### src/rtl/sr_cmd_sequencer.sv
// sr_cmd_sequencer: FIFO-buffered set/clear/toggle front-end for an SR flop bank; SR_REDUNDANT_SUPPRESS_EN drops redundant commands
module sr_cmd_sequencer #(
  parameter int DEPTH = 4,
  parameter int HOLD_CYCLES = 1
) (
  input  logic                     clk,
  input  logic                     rst_n,
  input  logic                     req_valid,
  input  logic [1:0]               req_op,
  output logic                     req_ready,
  output logic [1:0]               sr,
  output logic                     busy,
  output logic                     q_mirror,
  output logic [$clog2(DEPTH):0]   fifo_count
);
  localparam int AW = $clog2(DEPTH);
  typedef enum logic [1:0] {IDLE, DRIVE, SETTLE} state_t;
  state_t state;
  logic [1:0] mem [DEPTH];
  logic [AW:0] wr_ptr, rd_ptr;
  logic [7:0] hold_cnt;
  logic full, empty, push, pop, drop;
  logic [1:0] head, code;
  assign full = (wr_ptr[AW] != rd_ptr[AW]) && (wr_ptr[AW-1:0] == rd_ptr[AW-1:0]);
  assign empty = wr_ptr == rd_ptr;
  assign req_ready = !full;
  assign fifo_count = wr_ptr - rd_ptr;
  assign push = req_valid && !full && req_op != 2'b00;
  assign pop = state == IDLE && !empty;
  assign busy = state != IDLE || !empty;
  assign head = mem[rd_ptr[AW-1:0]];
  assign code = head == 2'b01 ? 2'b01 : head == 2'b10 ? 2'b10 : (q_mirror ? 2'b01 : 2'b10);
`ifdef SR_REDUNDANT_SUPPRESS_EN
  assign drop = head != 2'b11 && code[1] == q_mirror;
`else
  assign drop = 1'b0;
`endif
  always_ff @(posedge clk)
    if (push) mem[wr_ptr[AW-1:0]] <= req_op;
  always_ff @(posedge clk) begin
    if (!rst_n) begin
      state <= IDLE;
      sr <= 2'b00;
      q_mirror <= 1'b0;
      wr_ptr <= '0;
      rd_ptr <= '0;
      hold_cnt <= '0;
    end else begin
      if (push) wr_ptr <= wr_ptr + (AW+1)'(1);
      if (pop) rd_ptr <= rd_ptr + (AW+1)'(1);
      case (state)
        IDLE:
          if (pop && !drop) begin
            sr <= code;
            q_mirror <= code[1];
            hold_cnt <= 8'(HOLD_CYCLES - 1);
            state <= DRIVE;
          end else sr <= 2'b00;
        DRIVE:
          if (hold_cnt == 8'd0) begin
            sr <= 2'b00;
            state <= SETTLE;
          end else hold_cnt <= hold_cnt - 8'd1;
        SETTLE: state <= IDLE;
        default: begin
          state <= IDLE;
          sr <= 2'b00;
        end
      endcase
    end
  end
endmodule
### config.mk
export PLATFORM = sky130hd
export DESIGN_NAME = sr_cmd_sequencer
export DESIGN_NICKNAME = d
export VERILOG_FILES = /design/src/rtl/sr_cmd_sequencer.sv
export SDC_FILE = /design/constraint.sdc
export NUM_CORES = 1
export LEC_CHECK = 0
export CAP_MARGIN = 20
export CORE_ASPECT_RATIO = 0.7
export CORE_UTILIZATION = 55
export CTS_BUF_LIST = sky130_fd_sc_hd__clkbuf_4 sky130_fd_sc_hd__clkbuf_8
export DETAILED_ROUTE_END_ITERATION = 7
export DONT_BUFFER_PORTS = 1
export PLACE_DENSITY = 0.7
export RECOVER_POWER = 100
export SLEW_MARGIN = 20
export SYNTH_ARGS = -nofsm -noshare
export SYNTH_HDL_FRONTEND = slang
export SYNTH_SLANG_ARGS = --single-unit
### constraint.sdc
create_clock -name clk -period 3.9 [get_ports clk]
set_input_delay 0.975 -clock clk [delete_from_list [all_inputs] [get_ports clk]]
set_output_delay 0.975 -clock clk [all_outputs]
set_load 0.03 [all_outputs]
# Yosys cells after proc, flatten, opt, wreduce, memory -nomap -nowiden
# Memories as Yosys holds them, arrays and structs flattened. A register that Yosys moved wholly into a read port is not among the register bits.
# Cells that the tools add are included.
# W data, S select, Z words.
# word_totals
reg_bits	19
ramBits	8
in_bits	5
wordCells	54
mem_count	1
# memory_table
name	depth	word_bits	rd	rd_ports_with_merged_regs	wr	line_no	rtl
mem	4	2	1	1	1	19	logic [1:0] mem [DEPTH];
# classes
addsub	4
eq_ne	10
n_mux	16
n_bitwise	1
reduce_logical	16
# ops
cell	count
$mux W2	9
$mux W8	2
$pmux W8 S2	1
$logic_not A8 Y1	1
$sub A8 B1 Y8 const B	1
$add A3 B1 Y3 const B	2
$ne A2 B2 Y1 const B	3
$pmux W2 S3	1
$reduce_and A2 Y1	3
$reduce_bool A2 Y1	3
$eq A2 B1 Y1 const B	2
$eq A2 B2 Y1 const B	2
$logic_and A1 B1 Y1	4
$pmux W2 S2	1
$eq A3 B3 Y1	1
$reduce_and A3 Y1	1
$sub A3 B3 Y3	1
$eq A2 B2 Y1	1
$logic_not A1 Y1	2
$logic_not A2 Y1	1
$mux W1	2
$logic_or A1 B1 Y1	1
$ne A1 B1 Y1	1
$not A1 Y1	1

# Depth between registers and ports, before layout
# Gate-level depths: netlist of the first run.
# logic_depth
word_depth	7
depth_mapped	7
ltp_nobuf	6

# Least setup slack after synthesis of the first run
# No wires, ideal clock.
# synth_timing
path_type	register -> output
startpoint	register wr_ptr[0]
endpoint	output port fifo_count[2]
arrival_ns	1.534
required_ns	2.925
setup_slack_ns	1.391
stages_incl_launch_ff	5
path_buffers	0
cell_sequence	dfxtp_1 inv_1 ha_1 fa_1 xor2_1
# synth_via
elab_chain_len	1
# synth_lines
item	line_no	rtl
start: declaration	20	logic [AW:0] wr_ptr, rd_ptr;
start signal: assignment	49	if (push) wr_ptr <= wr_ptr + (AW+1)'(1);
$sub A3 B3 Y3	27	assign fifo_count = wr_ptr - rd_ptr;
end: declaration	14	output logic [$clog2(DEPTH):0] fifo_count
# No other way between the ends.

# Worst setup path after layout of the first run
# layout_timing
startpoint	register wr_ptr[0]
endpoint	register hold_cnt[2]
# layout_via
elab_chain_len	5
# layout_lines
item	line_no	rtl
$eq A3 B3 Y1	25	assign empty = wr_ptr == rd_ptr;
$logic_not A1 Y1	29	assign pop = state == IDLE && !empty;
$logic_and A1 B1 Y1	29	
$ne A2 B2 Y1 (no source line)	n/a	
$reduce_and A3 Y1 (no source line)	n/a	
end signal: assignment	56	hold_cnt <= 8'(HOLD_CYCLES - 1);
end signal: assignment	63	end else hold_cnt <= hold_cnt - 8'd1;
end: declaration	21	logic [7:0] hold_cnt;
# No other way between the ends.
# A chain may end at the register's enable or synchronous reset.

==> summary by stage, run 1 <==
Hold path
The classification of the worst-slack hold path is reg -> reg.

Global routing
The total global-route track usage is 20.6%. The first global-routing pass estimated 4100 um of wire. Entering global routing, the biggest net connects 16 pins. The via count of the first global-routing pass is 895.

The initial antenna violation count is 0. The total global routing overflow is 0.

Critical path
For flop-to-flop paths, the worst setup slack is 0.98 ns. The startpoint type of the worst setup path is a register. In this design, the stage delay of the slowest critical-path cell is 1.28 ns.

The required arrival time at the worst endpoint is 4.05 ns. The worst setup path is captured at a register. In this run the critical register-to-register path is captured at hold_cnt[2]$_SDFFE_PN0P_. STA puts the critical path data arrival time at 3.08 ns. The worst register-to-register path has a depth of 6.

The start of the worst register-to-register path is wr_ptr[0]$_SDFFE_PN0N_. In this run the worst setup path begins at wr_ptr[0]$_SDFFE_PN0N_. The signal on the critical path passes through inv_1 -> ha_1 -> nand2_1 -> o21ai_0 -> a21boi_0 -> mux2i_1. Following the worst setup path forward leads to its endpoint at hold_cnt[2]$_SDFFE_PN0P_. The slowest stage of the critical path belongs to the cell sky130_fd_sc_hd__o21ai_0. In this run the worst path has a maximum fanout of 15. The startpoint-to-endpoint class of the critical path is reg -> reg.

Place
Input and output buffers added on the ports amount to 0. Routability-driven placement finished with a final weighted congestion of 0.723. Once placement completed, the tool counted placed cells totaling 165. Summed over all nets, the half-perimeter wirelength after detailed placement is 1800 um.

Clock network
The maximum number of buffers from clock root to sink is 2. The number of gates resized after CTS was 0. The TritonCTS sink count is 29.

The TritonCTS clock tree is built. Post-CTS timing repair inserted 0 buffers for setup. Clock tree synthesis selected as its root buffer the cell sky130_fd_sc_hd__clkbuf_8. The number of hold buffers added after cts is 0. The worst-skew pair later-pin latency is 0.28 ns.

Clock tree synthesis inserted a total of 5 buffers. The clock transition at the registers of the reported paths is 0.07 ns. The H-tree depth is 2.

Timing
The worst pin sits at a relative slew slack of -12.8%. The worst-margin pin slew is 1.67 ns. Setup repair after global routing left no endpoint under its margin.

For the final database, setup skew stands at 0.00365 ns. After layout, the worst path uses 74.9% of the clock period. The highest clock frequency the design can meet is 342 MHz. Setup violations remaining at the end of the flow were counted as 0. After routing, the total negative slack on setup checks comes to 0 ns. The hold violation total from the final report came to 0. The clock period minus final worst setup slack is 2.92 ns.

The count of final max-slew check failures came to 16.

Floorplan
The number of placed I/O pins is 13. The core area is 0.00246 mm2. The die outline height is 44.6 um.

The effective utilization at floorplan is 57.9%. The die extent in x is 62.8 um. In this run the core area contains 15 standard-cell rows. The die covers 0.00280 mm2.

Power
The power per unit of standard cell area is 712 mW/mm2. The peak supply drop is 0.342 mV. Combinational cells account for 37.7% of the total power.

The internal power of the cells totals 0.634 mW. The relative contribution of sequential cells to total power is 40.1%. The net switching share of the total power is 41.7%.

The portion of total power attributed to the clock network is 22.1%. The power spent charging and discharging nets is 0.454 mW. Summing internal, switching and leakage power gives 1.09 mW. The leakage power total is 0.592 nW.

Outcome
The checks that failed: capacitance limit, slew limit. The flow ran to the end, but the final reports show violations.

Synth
The post-synth net total is 150. The simple-gate share of the synthesized area is 17.9%. In this run, synthesis produced a sequential element count of 29. The xor-xnor portion of the synthesized cell area is 5.45%. After synthesis the cells add up to 0.00142 mm2. The yosys synthesis warning count is 0. The synthesized netlist devotes 10.0% of its cell area to adder and majority cells. The average instance in the mapped netlist occupies 10.5 um2. The multiplexer fraction of the synthesized cell area is 5.98%. The gate count after technology mapping is 135. The sequential share of the synthesized area is 46.4%. The synthesized netlist devotes 10.5% of its cell area to compound gates. The main combinational cell family by area after synthesis is simple AND/OR/NAND/NOR gates. The number of library cell types mapped by synthesis is 41.

Finish
The share of post-route cells with drive strength above 1 is 11.5%. The total inserted antenna cells is 0. The final cell count without fillers is 173.

The area added between synthesis and finish is 7.48%. The count of nets after finishing is 153.

Routing
Detailed routing placed a total of 1050 um of wire on met2. The detailed router put a total of 1230 um of wire on met1. The detailed router used layers up to and including met4. The post-detailed-routing wire length is 2430 um. The total vias in the final route is 918. After detailed routing, the met3 layer carries 99 um of wire. The first-pass iteration count of the detailed router is 4. The via count normalized by instance count is 5.31.

The detail route stage leaves a number of antenna-violating nets equal to 0. After the first detailed-routing iteration, the DRC count stood at 39. After detailed routing, the average wire length per cell comes to 14.0 um. The number of remaining DRC errors is 0.

Run
Across the run, the number of max-cap violations was 1.
[flip-flops by register name, summed over array words and instances (netlist names), named ones only]
| signal | cells |
|---|---|
| rd_ptr | 3 |
| q_mirror | 1 |
| mem | 8 |
| hold_cnt | 8 |
| state | 2 |
| sr | 2 |
| wr_ptr | 3 |
[kinds of logic (layout without fill, tap and decap cells)]
group / after synthesis / count (layout)
flip-flops: 29 / 29
adder cells (fa/ha/maj): 11 / 11
AO/OA/AOI/OAI: 20 / 20
XOR/XNOR: 8 / 8
multiplexers: 6 / 6
buffers and inverters: 14 / 18
AND/OR/NAND/NOR: 47 / 47
[cell usage in the layout, fill, tap and decap left out, drive strengths merged, types with 4 or more instances in the layout]
cell type / n
dfxtp: 21
nor2: 15
inv: 10
ha: 9
edfxtp: 8
xor2: 7
a21oi: 7
nand3: 6
nand2: 5
clkbuf: 5
o21ai: 5
and2: 4
mux2i: 4
[synthesized netlist by cell type]
| cell | n | area, um2 |
|---|---|---|
| sky130_fd_sc_hd__nand2b_1 | 1 | 6.26 |
| sky130_fd_sc_hd__nand2_1 | 5 | 18.8 |
| sky130_fd_sc_hd__o21a_1 | 1 | 7.51 |
| sky130_fd_sc_hd__xor2_1 | 6 | 52.6 |
| sky130_fd_sc_hd__maj3_1 | 1 | 10.0 |
| sky130_fd_sc_hd__xor2_2 | 1 | 16.3 |
| sky130_fd_sc_hd__nor2_1 | 15 | 56.3 |
| sky130_fd_sc_hd__or4_4 | 1 | 11.3 |
| sky130_fd_sc_hd__or2_2 | 1 | 6.26 |
| sky130_fd_sc_hd__nand4_1 | 1 | 6.26 |
| sky130_fd_sc_hd__o21ai_0 | 2 | 10.0 |
| sky130_fd_sc_hd__or4b_1 | 2 | 20.0 |
| sky130_fd_sc_hd__o21ai_1 | 1 | 5.00 |
| sky130_fd_sc_hd__or3b_1 | 1 | 8.76 |
| sky130_fd_sc_hd__o2bb2ai_1 | 1 | 8.76 |
| sky130_fd_sc_hd__and2b_1 | 1 | 7.51 |
| sky130_fd_sc_hd__edfxtp_1 | 8 | 240 |
| sky130_fd_sc_hd__nor3_1 | 3 | 15.0 |
| sky130_fd_sc_hd__a21oi_2 | 1 | 8.76 |
| sky130_fd_sc_hd__buf_2 | 1 | 5.00 |
| sky130_fd_sc_hd__xnor2_1 | 1 | 8.76 |
| sky130_fd_sc_hd__and3_1 | 1 | 6.26 |
| sky130_fd_sc_hd__clkbuf_1 | 3 | 11.3 |
| sky130_fd_sc_hd__nor4_1 | 1 | 6.26 |
| sky130_fd_sc_hd__a21oi_1 | 6 | 30.0 |
| sky130_fd_sc_hd__mux2i_1 | 4 | 40.0 |
| sky130_fd_sc_hd__a31oi_1 | 1 | 6.26 |
| sky130_fd_sc_hd__a22o_1 | 1 | 8.76 |
| sky130_fd_sc_hd__o211ai_1 | 2 | 15.0 |
| sky130_fd_sc_hd__o2111ai_1 | 1 | 8.76 |
| sky130_fd_sc_hd__a21boi_1 | 1 | 7.51 |
| sky130_fd_sc_hd__nand3_1 | 6 | 30.0 |
| sky130_fd_sc_hd__dfxtp_1 | 21 | 420 |
| sky130_fd_sc_hd__o21ai_4 | 2 | 32.5 |
| sky130_fd_sc_hd__or3_2 | 1 | 7.51 |
| sky130_fd_sc_hd__ha_1 | 9 | 113 |
| sky130_fd_sc_hd__mux4_2 | 2 | 45.0 |
| sky130_fd_sc_hd__inv_1 | 10 | 37.5 |
| sky130_fd_sc_hd__fa_1 | 1 | 20.0 |
| sky130_fd_sc_hd__nand3b_1 | 3 | 22.5 |
| sky130_fd_sc_hd__and2_1 | 4 | 25.0 |
[per-layer routing]
layer | vias to the layer above | GRT usage (%)
met3 | 6 | 7.99
met4 | 0 | 13.5
met2 | 18 | 28.5
met1 | 419 | 27.2
li1 | 475 | -
met5 | - | 0
[area by class of cell]
| cell class | instances | area (um2) |
|---|---|---|
| clock buffer | 5 | 68.8 |
| clock inverter | 3 | 22.5 |
| sequential | 29 | 661 |
| tap | 34 | 42.5 |
| multi-input combinational | 92 | 697 |
| fill | 217 | 930 |
| inverter | 10 | 37.5 |
[how the worst min path moves through the flow]
| stage | cells past startpoint | start | endpoint | slack, ns |
|---|---|---|---|---|
| after floorplan | 2 | hold_cnt[7]$_SDFFE_PN0P_ | hold_cnt[7]$_SDFFE_PN0P_ | 0.45 |
| after global placement | 2 | hold_cnt[7]$_SDFFE_PN0P_ | hold_cnt[7]$_SDFFE_PN0P_ | 0.47 |
| after detailed placement | 2 | hold_cnt[7]$_SDFFE_PN0P_ | hold_cnt[7]$_SDFFE_PN0P_ | 0.49 |
| after CTS | 2 | hold_cnt[7]$_SDFFE_PN0P_ | hold_cnt[7]$_SDFFE_PN0P_ | 0.50 |
| after global routing | 2 | hold_cnt[7]$_SDFFE_PN0P_ | hold_cnt[7]$_SDFFE_PN0P_ | 0.53 |
| final | 2 | hold_cnt[7]$_SDFFE_PN0P_ | hold_cnt[7]$_SDFFE_PN0P_ | 0.50 |
[through the flow]
stage	setup WS (ns)	util, %	hold slack, ns	instance area [um2]
2_1_floorplan	1.39	-	0.451	1420
3_3_place_gp	1.34	58.9	0.472	1450
3_5_place_dp	1.30	58.9	0.492	1450
4_1_cts	0.971	62.6	0.504	1540
5_1_grt	0.679	62.2	0.529	1530
6_report	0.978	62.2	0.502	1530
[power by group through the flow]
| stage | Combinational (mW) | Sequential, mW | Clock [mW] |
|---|---|---|---|
| finish | 0.411 | 0.437 | 0.241 |
| global route | 0.457 | 0.447 | 0.268 |
| CTS | 0.427 | 0.437 | 0.250 |
| detailed placement | 0.425 | 0.443 | 0 |
| global placement | 0.411 | 0.441 | 0 |
| floorplan | 0.367 | 0.432 | 0 |
[worst max-delay path, delay by kind of cell (launching register included)]
family | cells | cell delay, ns
AO/OA/AOI/OAI | 2 | 1.62
adder cells (fa/ha/maj) | 1 | 0.36
buffers and inverters | 1 | 0.11
flip-flops | 1 | 0.40
multiplexers | 1 | 0.20
AND/OR/NAND/NOR | 1 | 0.11
(Power assumes the default switching activity.)
==> inputs of run 2 (changes only) <==
clock period = 2.7 ns   (was 3.9 ns; I/O delays follow)
==> summary by stage, run 2 (synthesis results as in run 1) <==
Power
The leakage power total was 0.610 nW (+3.0%). The portion of total power attributed to the clock network is 21.8% (-0.3 points). The peak supply drop is 0.508 mV (+49%). The relative contribution of combinational cells to total power came to 37.8% (about the same). The power per unit of standard cell area is 1030 mW/mm2 (+45%). The net switching share of the total power is 40.8% (-0.94 points).

The internal power came to 0.931 mW (+47%). The total chip power is 1.57 mW (+45%). The relative contribution of sequential cells to total power is 40.4% (+0.3 points).

The power spent charging and discharging nets is 0.642 mW (+41%).

Critical path
The endpoint identified for the worst register-to-register timing path is hold_cnt[2]$_SDFFE_PN0P_. The count of cell instances traversed by the critical path is 6 (unchanged). The critical path in this run is classified as reg -> reg. The critical-path maximum fanout is 10 (-5). The critical path goes through inv_1 -> ha_1 -> or3b_1 -> o21ai_0 -> a21boi_0 -> mux2i_1.

The number of cell instances on the worst register-to-register path is 6 (unchanged). The master of the slowest instance on the critical path is sky130_fd_sc_hd__o21ai_0. The signal arrival time at the worst endpoint is 2.63 ns (-0.45 ns). In this run the worst setup path begins at hold_cnt[0]$_SDFFE_PN0P_. The startpoint type of the worst setup path is a register. The required arrival time at the worst endpoint was 2.86 ns (-1.19 ns).

The kind of cell with the highest combined delay along the critical path is compound AO/OA/AOI/OAI gates. The start of the worst register-to-register path is hold_cnt[0]$_SDFFE_PN0P_. The longest individual stage delay on the worst path came to 0.89 ns (-0.39 ns).

The element type at the critical path end is a register. The setup slack of the most critical reg-to-reg path is 0.24 ns (-0.74 ns). The number of buffers and inverters on the critical path is 1 (unchanged).

Floorplan
The floorplan die area is 0.00280 mm2 (unchanged). The number of core rows was 15 (unchanged). The number of placed I/O pins was 13 (unchanged).

The core area is 0.00246 mm2 (unchanged). The die outline height is 44.6 um (unchanged). The die extent in x was 62.8 um (unchanged).

The effective utilization at floorplan is 57.9% (unchanged).

Finish
The share of post-route cells with drive strength above 1 is 12.1% (+0.63 points). The area added between synthesis and finish is 7.48% (unchanged). The share of the core filled with cells in the final layout came to 62.2% (unchanged). Leaving out fill and tap cells, the most frequent cell in the layout is sky130_fd_sc_hd__dfxtp_1.

The final cell count without fillers is 174 (+0.58%). The count of nets after finishing is 154 (+0.65%). The total inserted antenna cells is 0 (unchanged).

In the layout the commonest cells are sky130_fd_sc_hd__dfxtp_1 (21), sky130_fd_sc_hd__nor2_1 (15), sky130_fd_sc_hd__inv_1 (10).

Timing
The worst-margin pin slew is 1.10 ns (-0.571 ns). The clock period minus final worst setup slack was 2.46 ns (-0.459 ns). The post-route fraction of the period consumed by the critical path is 91.2% (+16 points).

The sum of negative setup slack is 0 ns (unchanged). The least setup slack across all paths after layout was 0.237 ns (-0.741 ns). The highest clock frequency the design can meet is 406 MHz (+19%).

The setup-violating endpoint count in the final report is 0 (unchanged). Setup repair after global routing left no endpoint under its margin. The hold violation total from the final report came to 0 (unchanged). The count of final max-slew check failures is 0 (-16). The worst clock skew is 0.00476 ns (+0.00111 ns). The remaining max-slew budget at the tightest pin is 25.7% (+38 points).

Global routing
The via count of the first global-routing pass is 860 (-3.9%). The initial antenna violation count was 0 (unchanged). The total global-route track usage was 20.3% (-0.31 points). The total global routing overflow was 0 (unchanged).

The global-route wire length before repair is 4000 um (-2.3%). The pin count of the biggest net entering global routing is 16 (unchanged).

Hold path
The count of cells along the worst hold path is 0 (-2). The classification of the worst-slack hold path is in -> reg. For hold timing, the worst endpoint is mem[3][0]$_DFFE_PP_. In this run the most critical hold path is launched from req_op[0].

Clock network
The clock transition at the registers of the reported paths was 0.06 ns (about the same). The library cell used as clock root buffer is sky130_fd_sc_hd__clkbuf_8. The number of gates resized after CTS is 0 (unchanged). The number of clock buffers inserted by TritonCTS is 5 (unchanged). The H-tree depth is 2 (unchanged). The TritonCTS sink count is 29 (unchanged).

The maximum number of buffers from clock root to sink came to 2 (unchanged). The worst-skew pair later-pin latency is 0.28 ns (about the same). The number of hold buffers added after cts is 0 (unchanged). TritonCTS built the clock tree. The count of buffers added by post-CTS timing repair for setup is 0 (unchanged).

Routing
The post-detailed-routing wire length came to 2490 um (+2.5%). The number of remaining DRC errors was 0 (unchanged). The wire length per cell after detailed routing was 14.3 um (+1.9%). The post-route antenna net violation count was 0 (unchanged).

The total vias in the final route is 944 (+2.8%). The first-pass iteration count of the detailed router is 4 (unchanged). The via count normalized by instance count is 5.43 (+2.2%).

The number of DRC violations after detailed-routing iteration 0 was 31 (-21%).

Place
The half-perimeter wire length of the detailed placement result is 1820 um (+1.1%). The pre-CTS setup slack is 0.582 ns (-0.718 ns). The placer congestion estimate was 0.736 (+1.9%). The number of placed instances with taps included was 166 (+0.61%). The count of input and output buffers was 0 (unchanged).

Run
The number of maximum-capacitance violations is 0 (-1).

Outcome
The flow ran to the end, and the final reports show no timing, DRC or antenna violations.
-- run 2: cell types whose count changed in the layout (fill, tap and decap cells not counted), sizes merged --
cell      change
clkinv        +2
clkbuf        +2
clkinvlp      -3
-- run 2: power groups by stage --
stage	clock, mW	sequential (mW)	combinational, mW
3_3_place_gp	0	0.640	0.597
2_1_floorplan	0	0.624	0.530
4_1_cts	0.350	0.635	0.623
6_report	0.343	0.635	0.595
3_5_place_dp	0	0.645	0.618
5_1_grt	0.370	0.646	0.661
-- run 2: worst register-to-register path: stages, from the launching register on --
cell and delay, ns:
sky130_fd_sc_hd__dfxtp_1 0.34, sky130_fd_sc_hd__inv_1 0.10, sky130_fd_sc_hd__ha_1 0.14, sky130_fd_sc_hd__or3b_1 0.43
sky130_fd_sc_hd__o21ai_0 0.89, sky130_fd_sc_hd__a21boi_0 0.28, sky130_fd_sc_hd__mux2i_1 0.17
-- run 2: area by class of cell --
| type | instances | area, um2 |
|---|---|---|
| clock buffers | 6 | 76.3 |
| repair buffers | 1 | 5.00 |
| inverters | 10 | 37.5 |
| well taps | 34 | 42.5 |
| fillers | 211 | 930 |
| multi-input cells | 92 | 697 |
| clock inverters | 2 | 10.0 |
| flip-flops and latches | 29 | 661 |
-- run 2: per-stage QoR --
stage / instance area, um2 / hold WS, ns
2_1_floorplan: 1420 / 0.451
3_3_place_gp: 1460 / 0.467
3_5_place_dp: 1460 / 0.495
4_1_cts: 1540 / 0.487
5_1_grt: 1530 / 0.479
6_report: 1530 / 0.490
-- run 2: metal layers --
metal / vias to the layer above / routed length (um) / global-route usage (%)
li1: 480 / - / -
met5: - / 0 / 0
met2: 25 / 1040 / 29.1
met1: 434 / 1290 / 26.8
met3: 5 / 121 / 9.02
met4: 0 / 40 / 8.37
-- run 2: worst max-delay path by stage --
stage | slack [ns] | end
floorplan | 0.49 | fifo_count[2]
global placement | 0.63 | fifo_count[2]
detailed placement | 0.58 | fifo_count[2]
CTS | 0.28 | fifo_count[2]
global route | 0.13 | hold_cnt[2]$_SDFFE_PN0P_
finish | 0.24 | hold_cnt[2]$_SDFFE_PN0P_
==> inputs of run 3 (changes only) <==
REMOVE_ABC_BUFFERS = 1   (was default)
==> summary by stage, run 3 (synthesis results as in run 1) <==
Outcome
The run finished with clean final reports.

Global routing
The total global-route track usage is 20.9% (+0.53 points). The global-route wire length before repair came to 4300 um (+7.4%). The initial antenna violation count came to 0 (unchanged). The pin count of the biggest net entering global routing was 16 (unchanged). The via count of the first global-routing pass is 904 (+5.1%). The total global routing overflow was 0 (unchanged).

Timing
The worst clock skew is 0.00427 ns (-0.000491 ns). The count of final max-slew check failures came to 0 (unchanged). The remaining max-slew budget at the tightest pin was 36.8% (+11 points). The final hold slack was 0.483 ns (-0.00661 ns). The sum of negative setup slack is 0 ns (unchanged).

Setup repair after global routing left no endpoint under its margin. The worst-margin pin slew is 0.938 ns (-0.166 ns). The clock period minus final worst setup slack is 2.42 ns (-0.0386 ns).

The setup-violating endpoint count in the final report is 0 (unchanged). The highest clock frequency the design can meet was 412 MHz (+1.6%). The post-route fraction of the period consumed by the critical path is 89.8% (-1.4 points). The hold violation total from the final report was 0 (unchanged).

Critical path
The setup slack of the most critical reg-to-reg path came to 0.39 ns (+0.15 ns). The critical-path maximum fanout is 4 (-6). Traced cell by cell, the critical path runs through inv_1 -> ha_1 -> fa_1 -> xor2_1 -> clkbuf_2. The critical path is of the reg -> out type.

The longest individual stage delay on the worst path is 0.39 ns (-0.50 ns). The startpoint type of the worst setup path is a register. The required arrival time at the worst endpoint is 2.03 ns (-0.83 ns).

The master of the slowest instance on the critical path is sky130_fd_sc_hd__dfxtp_1. The signal arrival time at the worst endpoint came to 1.75 ns (-0.88 ns). The element type at the critical path end is an output port.

Routing
The total vias in the final route is 952 (+0.85%). The post-route antenna net violation count is 0 (unchanged). The post-detailed-routing wire length came to 2330 um (-6.1%). The number of DRC violations after detailed-routing iteration 0 is 80 (+160%).

The wire length per cell after detailed routing is 13.4 um (-6.1%). The first-pass iteration count of the detailed router is 4 (unchanged). The via count normalized by instance count is 5.47 (+0.85%). The number of remaining DRC errors is 0 (unchanged).

Floorplan
The number of core rows is 15 (unchanged). The die outline height is 44.6 um (unchanged). The floorplan die area is 0.00280 mm2 (unchanged). The die extent in x came to 62.8 um (unchanged). The effective utilization at floorplan came to 57.9% (unchanged). The core area came to 0.00246 mm2 (unchanged). The number of placed I/O pins is 13 (unchanged).

Clock network
The library cell used as clock root buffer is sky130_fd_sc_hd__clkbuf_8. The number of clock buffers inserted by TritonCTS is 5 (unchanged). The TritonCTS sink count is 29 (unchanged). The clock transition at the registers of the reported paths came to 0.06 ns (about the same).

The count of buffers added by post-CTS timing repair for setup is 0 (unchanged). The maximum number of buffers from clock root to sink was 2 (unchanged). The H-tree depth is 2 (unchanged). The number of gates resized after CTS is 0 (unchanged). The number of hold buffers added after cts is 0 (unchanged). TritonCTS built the clock tree. The worst-skew pair later-pin latency is 0.28 ns (about the same).

Finish
The area of all sequential standard cells is 661 um2 (unchanged). The area of combinational cells with multiple inputs is 697 um2 (unchanged). The total inserted antenna cells is 0 (unchanged).

The share of post-route cells with drive strength above 1 is 12.1% (unchanged). The count of nets after finishing is 154 (unchanged). The number of filler instances in the final layout was 213 (+0.95%). Leaving out fill and tap cells, the most frequent cells in the layout are sky130_fd_sc_hd__dfxtp_1 (21), sky130_fd_sc_hd__nor2_1 (15), sky130_fd_sc_hd__inv_1 (10).

The area added between synthesis and finish is 7.48% (unchanged). Leaving out fill and tap cells, the most frequent cell in the layout is sky130_fd_sc_hd__dfxtp_1.

Power
The power per unit of standard cell area is 1020 mW/mm2 (-0.47%). The net switching share of the total power is 40.5% (-0.32 points). The power spent charging and discharging nets was 0.634 mW (-1.2%). The internal power is 0.932 mW (about the same). The portion of total power attributed to the clock network is 21.9% (about the same). The leakage power total is 0.610 nW (unchanged).

The relative contribution of combinational cells to total power is 37.7% (about the same). The relative contribution of sequential cells to total power is 40.5% (about the same). The peak supply drop is 0.615 mV (+21%).

Place
The count of input and output buffers is 0 (unchanged). The placer congestion estimate came to 0.723 (-1.8%). The half-perimeter wire length of the detailed placement result is 1740 um (-4.1%).

Hold path
The classification of the worst-slack hold path is reg -> reg.

Run
The number of maximum-capacitance violations is 0 (unchanged).
## run 3: power by group through the flow
stage          clock network [mW]  registers [mW]  logic, mW
2_1_floorplan                   0           0.624      0.516
3_3_place_gp                    0           0.638      0.599
3_5_place_dp                    0           0.643      0.617
4_1_cts                     0.354           0.634      0.621
5_1_grt                     0.375           0.648      0.672
6_report                    0.342           0.633      0.590
## run 3: worst paths after layout
path	from	endpoint	cells after the start
min reg2reg	hold_cnt[7]$_SDFFE_PN0P_	hold_cnt[7]$_SDFFE_PN0P_	2
max reg2reg	hold_cnt[0]$_SDFFE_PN0P_	hold_cnt[2]$_SDFFE_PN0P_	6
min	hold_cnt[7]$_SDFFE_PN0P_	hold_cnt[7]$_SDFFE_PN0P_	2
max	wr_ptr[0]$_SDFFE_PN0N_	fifo_count[2]	5
## run 3: stage by stage
step	total power [mW]	worst slack, ns	cell area [um2]	std cells	util [%]
final	1.57	0.276	1530	174	62.2
after detailed placement	1.26	0.609	1460	166	59.2
after global placement	1.24	0.625	1460	166	59.2
after global routing	1.70	0.120	1530	174	62.2
after CTS	1.61	0.298	1540	174	62.7
after floorplan	1.14	0.491	1410	131	-
## run 3: cell type report
class,instances,area share [%]
timing repair buffer,1,0.327
multi-input combinational,92,45.6
clock buffer,6,4.99
clock inverter,2,0.655
sequential,29,43.2
tap,34,2.78
inverter,10,2.45
## run 3: metal layers
metal / GRT usage (%) / up-vias / share of wire (%)
met4: 6.98 / 0 / 1.6
met3: 7.22 / 5 / 5.4
met1: 29.4 / 448 / 52
met5: 0 / - / 0
li1: - / 478 / -
met2: 30.0 / 21 / 41
## run 3: worst max-delay path, delay by kind of cell, from the launching register on
kind | cells | cell delay, ns
DFF | 1 | 0.39
xor gates and xnor gates | 1 | 0.16
buffers and inverters | 2 | 0.32
adders and majority gates | 2 | 0.60
